**src/rtl/busy_dispatch.sv**
```systemverilog
// Start/busy initiator: queues job requests and starts a busy-style resource only while it is
// idle, then follows each job to the falling edge of busy and flags protocol faults.
module busy_dispatch #(
    parameter int unsigned MAX_PENDING = 7,
    parameter int unsigned TIMEOUT     = 32,
    parameter int unsigned CNT_W       = 16
) (
    input  logic             i_clk,
    input  logic             i_reset,
    input  logic             i_req_valid,
    output logic             o_req_ready,
    output logic             o_start,
    input  logic             i_busy,
    output logic             o_done,
    output logic [7:0]       o_pending,
    output logic [CNT_W-1:0] o_completed,
    output logic             o_err_noresp,
    output logic             o_err_timeout
);

    localparam logic [7:0]  MaxPend = 8'(MAX_PENDING);
    localparam logic [15:0] WdLast  = 16'(TIMEOUT - 1);

    typedef enum logic [1:0] {StIdle, StIssue, StRun} state_t;

    state_t      state;
    logic [7:0]  pending;
    logic [15:0] watchdog;
    logic        first_run;
    logic        accept;
    logic        issue;

    assign o_req_ready = (pending != MaxPend);
    assign o_pending   = pending;
    assign accept      = i_req_valid && o_req_ready;

    // A completing job may hand straight over to the next one: busy is already low.
    always_comb begin
        issue = 1'b0;
        unique case (state)
            StIdle:  issue = (pending != 8'd0) && !i_busy;
            StRun:   issue = !first_run && !i_busy && (pending != 8'd0);
            default: issue = 1'b0;
        endcase
    end

    always_ff @(posedge i_clk) begin
        if (i_reset) begin
            state         <= StIdle;
            pending       <= 8'd0;
            watchdog      <= 16'd0;
            first_run     <= 1'b0;
            o_start       <= 1'b0;
            o_done        <= 1'b0;
            o_completed   <= '0;
            o_err_noresp  <= 1'b0;
            o_err_timeout <= 1'b0;
        end else begin
            unique case ({accept, issue})
                2'b10:   pending <= pending + 8'd1;
                2'b01:   pending <= pending - 8'd1;
                default: pending <= pending;
            endcase

            o_start <= 1'b0;
            o_done  <= 1'b0;

            unique case (state)
                StIdle: begin
                    if (issue) begin
                        state   <= StIssue;
                        o_start <= 1'b1;
                    end
                end
                StIssue: begin
                    state     <= StRun;
                    watchdog  <= 16'd0;
                    first_run <= 1'b1;
                end
                StRun: begin
                    first_run <= 1'b0;
                    if (!i_busy) begin
                        if (first_run) begin
                            o_err_noresp <= 1'b1;
                            state        <= StIdle;
                        end else begin
                            o_done      <= 1'b1;
                            o_completed <= o_completed + CNT_W'(1);
                            if (issue) begin
                                state   <= StIssue;
                                o_start <= 1'b1;
                            end else begin
                                state <= StIdle;
                            end
                        end
                    end else if (watchdog == WdLast) begin
                        // Abort; IDLE will hold off until the resource drops busy.
                        o_err_timeout <= 1'b1;
                        state         <= StIdle;
                    end else begin
                        watchdog <= watchdog + 16'd1;
                    end
                end
                default: state <= StIdle;
            endcase
        end
    end

endmodule

```
**config.mk**
```make
export PLATFORM = sky130hd
export DESIGN_NAME = busy_dispatch
export DESIGN_NICKNAME = d
export VERILOG_FILES = /design/src/rtl/busy_dispatch.sv
export SDC_FILE = /design/constraint.sdc
export NUM_CORES = 1
export LEC_CHECK = 0
export BUFFER_PORTS_ARGS = -buffer_cell sky130_fd_sc_hd__buf_2
export CAP_MARGIN = 25
export CORE_ASPECT_RATIO = 0.8
export CORE_MARGIN = 2
export CORE_UTILIZATION = 50
export DETAILED_ROUTE_END_ITERATION = 8
export PLACE_DENSITY = 0.71
export SLEW_MARGIN = 20
export SYNTH_ARGS = -nofsm -noshare
export SYNTH_HDL_FRONTEND = slang
export SYNTH_SLANG_ARGS = --single-unit
```
**constraint.sdc**
```tcl
create_clock -name i_clk -period 4.86 [get_ports i_clk]
set_input_delay 1.215 -clock i_clk [delete_from_list [all_inputs] [get_ports i_clk]]
set_output_delay 1.215 -clock i_clk [all_outputs]
set_load 0.01 [all_outputs]
```
==> metrics.txt <==
# TYPE chip_impl_metric gauge
chip_impl_metric{name="dp_hpwl",unit="mm"} 3.521
chip_impl_metric{name="routed_wirelength",unit="mm"} 4.878
chip_impl_info{name="cp-start-kind",value="register"} 1
chip_impl_metric{name="synth.ff_latch_count",unit=""} 47
chip_impl_metric{name="final_net_count",unit=""} 331
chip_impl_metric{name="fmaxAchievable",unit="MHz"} 307.9
chip_impl_info{name="layout.cells.most_common_list",value="dfxtp_1 (47), nor2_1 (43), buf_2 (32), nand2_1 (21), xor2_1 (21)"} 1
chip_impl_metric{name="diodes",unit=""} 0
chip_impl_metric{name="fp.dieH",unit="um"} 66.53
chip_impl_info{name="worst-setup-path-type",value="reg -> reg"} 1
chip_impl_info{name="timing.critical_path.max_delay_family",value="simple AND/OR/NAND/NOR gates"} 1
chip_impl_metric{name="synth-compound-area-share",unit=""} 0.1167
chip_impl_metric{name="worst_ir_drop_vdd",unit="mV"} 0.2365
chip_impl_metric{name="initial_utilization",unit=""} 0.5253
chip_impl_metric{name="detail_route.first_pass.iterations",unit=""} 4
chip_impl_metric{name="synth_mux_area_frac",unit=""} 0.02919
chip_impl_metric{name="route.vias.total",unit=""} 2087
chip_impl_info{name="most_frequent_standard_cell_in_the_layout_excluding_fill_and_tap_cells",value="dfxtp_1"} 1
chip_impl_metric{name="ctsLongestPathBuffers",unit=""} 2
chip_impl_metric{name="setup.reg_to_reg.worst_slack",unit="ns"} 1.61
chip_impl_metric{name="insertion_delay",unit="ns"} 0.30
chip_impl_metric{name="synthToLayoutAreaGrowth",unit="%"} 11.93
chip_impl_metric{name="number_of_global_route_vias_before_repair",unit=""} 1820
chip_impl_info{name="crit-reg2reg-launch",value="o_pending[4]"} 1
chip_impl_metric{name="max_stage_delay",unit="ns"} 0.58
chip_impl_metric{name="placed_cell_area",unit="um^2"} 2636
chip_impl_metric{name="detail_route.iter0.violations",unit=""} 90
chip_impl_metric{name="floorplan.core_area",unit="um^2"} 4652
chip_impl_metric{name="max_slew_margin",unit=""} 0.5635
chip_impl_metric{name="post_synthesis_share_of_cell_area_spent_on_xor_and_xnor_gates",unit=""} 0.08602
chip_impl_info{name="synth_top_family_by_area",value="simple AND/OR/NAND/NOR gates"} 1
chip_impl_metric{name="final.period_utilization",unit=""} 0.6683
chip_impl_metric{name="fraction_of_power_spent_switching_nets",unit=""} 0.3726
chip_impl_info{name="clock-root-buffer",value="clkbuf_8"} 1
chip_impl_metric{name="antenna_found_initial",unit=""} 0
chip_impl_metric{name="floorplan.rows",unit=""} 22
chip_impl_info{name="cp_cell_sequence",value="or4_1 > nor3_1 > nor3_1 > ha_1 > ha_1 > a211oi_1 > o211ai_1 > o21ai_1 > mux2i_1 > mux2_1"} 1
chip_impl_metric{name="synthSimpleGateAreaFrac",unit=""} 0.2739
chip_impl_metric{name="yosys.cell_types.count",unit=""} 48
chip_impl_metric{name="routedWlPerCell",unit="um"} 13.04
chip_impl_metric{name="tritoncts_num_sinks",unit=""} 47
chip_impl_metric{name="n_fill_cell",unit=""} 425
chip_impl_metric{name="route.antenna.remaining_nets",unit=""} 0
chip_impl_metric{name="floorplan.io_pins",unit=""} 33
chip_impl_metric{name="setup_skew",unit="ns"} 0.007617
chip_impl_info{name="crit_slowest_cell",value="or4_1"} 1
chip_impl_metric{name="synthesized_nets",unit=""} 301
chip_impl_metric{name="h-tree-depth",unit=""} 2
chip_impl_metric{name="drc",unit=""} 0
chip_impl_metric{name="grt_start_max_net_pins",unit=""} 37
chip_impl_metric{name="net-switching-power",unit="W"} 0.0004334
chip_impl_metric{name="power-per-cell-area",unit="nW/um^2"} 425.2
chip_impl_info{name="setup.worst_path.end",value="o_pending[7]"} 1
chip_impl_metric{name="drive_above_1_share",unit=""} 0.1465
chip_impl_info{name="worst_hold_path_type",value="reg -> reg"} 1
chip_impl_info{name="critPathLaunch",value="o_pending[4]"} 1
chip_impl_metric{name="syn_area_per_cell",unit="um^2"} 8.635
chip_impl_metric{name="timing.max_cap.violations",unit=""} 0
chip_impl_metric{name="placement.io_buffers",unit=""} 32
chip_impl_info{name="reg2reg_to",value="o_pending[7]"} 1
chip_impl_metric{name="p_clk_frac",unit=""} 0.213
chip_impl_metric{name="cts_repair_resize_count",unit=""} 0
chip_impl_metric{name="seqPwrFrac",unit=""} 0.411
chip_impl_metric{name="worst_pin_slew",unit="ns"} 0.6548
chip_impl_metric{name="finalHoldViolations",unit=""} 0
chip_impl_metric{name="fin_hold_ws",unit="ns"} 0.4706
chip_impl_metric{name="number_of_cts_inserted_buffers",unit=""} 5
chip_impl_metric{name="critical_path_cell_count",unit=""} 10
chip_impl_metric{name="grt_first_pass_wirelength",unit="mm"} 8.286
chip_impl_metric{name="viasPerCell",unit=""} 5.580
chip_impl_info{name="cts_tree",value="done"} 1
chip_impl_metric{name="syn-instance-count",unit=""} 283
chip_impl_metric{name="cell_internal_pwr",unit="W"} 0.0007296
chip_impl_metric{name="worstHoldPathCells",unit=""} 2
chip_impl_metric{name="synth-async-reset-ratio",unit=""} 0
chip_impl_metric{name="postLayoutCellArea",unit="um^2"} 2735
chip_impl_metric{name="critical_path.max_fanout",unit=""} 8
chip_impl_metric{name="synth.yosys.seq_area_share",unit=""} 0.3850
chip_impl_metric{name="arrival",unit="ns"} 3.44
chip_impl_info{name="timing.critical_path.to_type",value="register"} 1
chip_impl_metric{name="yosysWarnings",unit=""} 0
chip_impl_metric{name="cp.buffers_inverters",unit=""} 0
chip_impl_metric{name="totalNegativeSetupSlack",unit="ns"} 0
chip_impl_metric{name="synth.cell_area",unit="um^2"} 2444
chip_impl_metric{name="cts_hold_fix_bufs",unit=""} 0
chip_impl_metric{name="die_area",unit="um^2"} 5466
chip_impl_metric{name="worstRegToRegCells",unit=""} 10
chip_impl_metric{name="postCtsSetupBuffers",unit=""} 0
chip_impl_info{name="synth_ff_type",value="dfxtp_1"} 1
chip_impl_metric{name="die_width",unit="um"} 82.16
chip_impl_metric{name="timing.critical_path.required",unit="ns"} 5.05
chip_impl_info{name="setup_repair_after_global_routing_missed_its_margin",value="false"} 1
chip_impl_info{name="run_status",value="finished, final reports clean"} 1
chip_impl_metric{name="global_route.usage.total",unit=""} 0.1932
chip_impl_metric{name="post_synth_edffs",unit=""} 0
chip_impl_metric{name="synthAdderAreaFrac",unit=""} 0.07476
chip_impl_metric{name="place_congestion",unit=""} 0.9195
chip_impl_metric{name="cts.clk_slew.worst_paths",unit="ns"} 0.09
chip_impl_metric{name="finalCriticalPeriod",unit="ns"} 3.248
chip_impl_metric{name="overflow",unit=""} 0
chip_impl_metric{name="cellLeakagePower",unit="nW"} 1.160
chip_impl_metric{name="comb_power_share",unit=""} 0.376
chip_impl_metric{name="final_setup_violation_count",unit=""} 0
chip_impl_metric{name="report.final.slew_viol_count",unit=""} 0
==> power groups by stage <==
stage / Combinational (W) / Clock, W / Sequential [W]
floorplan: 0.000327 / 0 / 0.000490
global placement: 0.000429 / 0 / 0.000486
detailed placement: 0.000436 / 0 / 0.000486
CTS: 0.000438 / 0.000257 / 0.000478
global route: 0.000497 / 0.000275 / 0.000486
finish: 0.000437 / 0.000248 / 0.000478
==> flip-flops by register name, summed over array words and instances, names as in the netlist <==
| register | count |
|---|---|
| watchdog | 16 |
| o_completed | 16 |
| o_pending | 8 |
| o_err_timeout | 1 |
| state | 2 |
| o_err_noresp | 1 |
| o_done | 1 |
| o_start | 1 |
| first_run | 1 |
==> metal layers <==
| metal | GRT usage | wire length [um] | vias to the layer above |
|---|---|---|---|
| met5 | 0 | 0 | - |
| met4 | 0.06458 | 54 | 0 |
| met3 | 0.04201 | 207 | 5 |
| met2 | 0.2815 | 2016 | 37 |
| met1 | 0.2802 | 2600 | 976 |
| li1 | - | - | 1069 |
==> cell type report <==
| type | instances | area (um^2) | area share |
|---|---|---|---|
| inverter | 11 | 41.29 | 0.01510 |
| tap | 60 | 75.07 | 0.02745 |
| timing repair buffer | 32 | 160.2 | 0.05855 |
| clock buffer | 6 | 82.58 | 0.03019 |
| clock inverter | 2 | 16.27 | 0.005947 |
| multi-input combinational | 216 | 1419 | 0.5188 |
| sequential | 47 | 940.9 | 0.3440 |
==> tightest hold or removal path, stage by stage (launching register included) <==
cell     delay [ns]
dfxtp_1        0.33
nor2_1         0.04
nor2_1         0.06
==> logic make-up (layout without fill, tap and decap cells) <==
logic type	count (synthesis)	count (layout)
AO/OA/AOI/OAI	45	45
flip-flops	47	47
multiplexers	7	7
buffers and inverters	20	51
adder cells (fa/ha/maj)	14	14
AND/OR/NAND/NOR	126	126
XOR/XNOR	24	24
==> cell usage after synthesis, drive strengths merged, types with 2 or more instances <==
| cell | number | area [um^2] |
|---|---|---|
| nor4 | 3 | 18.77 |
| xnor2 | 3 | 26.28 |
| xor2 | 21 | 183.9 |
| clkbuf | 5 | 18.77 |
| ha | 13 | 162.7 |
| and2 | 3 | 18.77 |
| nand4 | 10 | 77.57 |
| or3 | 4 | 25.02 |
| nor3 | 8 | 56.31 |
| o21a | 3 | 22.52 |
| nor2 | 43 | 161.4 |
| and4 | 2 | 17.52 |
| o21ai | 7 | 35.03 |
| nor2b | 3 | 18.77 |
| a21oi | 15 | 75.07 |
| and3 | 4 | 26.28 |
| nand3 | 11 | 55.05 |
| nand2b | 2 | 12.51 |
| buf | 4 | 23.77 |
| nand2 | 21 | 78.83 |
| o211ai | 7 | 52.55 |
| mux2i | 6 | 60.06 |
| a211oi | 3 | 22.52 |
| or4 | 7 | 56.30 |
| inv | 11 | 41.29 |
| dfxtp | 47 | 940.9 |
| o31ai | 3 | 22.52 |
| a31oi | 2 | 12.51 |
==> worst min path at each step <==
stage | startpoint | endpoint | slack (ns)
3_5_place_dp | o_err_timeout | o_err_timeout | 0.46
4_1_cts | o_err_timeout | o_err_timeout | 0.48
5_1_grt | o_err_timeout | o_err_timeout | 0.51
6_report | o_err_timeout | o_err_timeout | 0.47
2_1_floorplan | watchdog[1] | watchdog[1] | 0.46
3_3_place_gp | o_err_timeout | o_err_timeout | 0.44
==> stage by stage <==
stage | setup slack (ns) | power [W] | cells | utilization
3_5_place_dp | 1.432 | 0.0009219 | 366 | 0.5667
4_1_cts | 1.606 | 0.001174 | 374 | 0.5880
2_1_floorplan | 1.771 | 0.0008169 | 283 | -
3_3_place_gp | 1.454 | 0.0009156 | 366 | 0.5667
5_1_grt | 1.424 | 0.001258 | 374 | 0.5880
6_report | 1.612 | 0.001163 | 374 | 0.5880
Power figures use the tool's default switching activity.
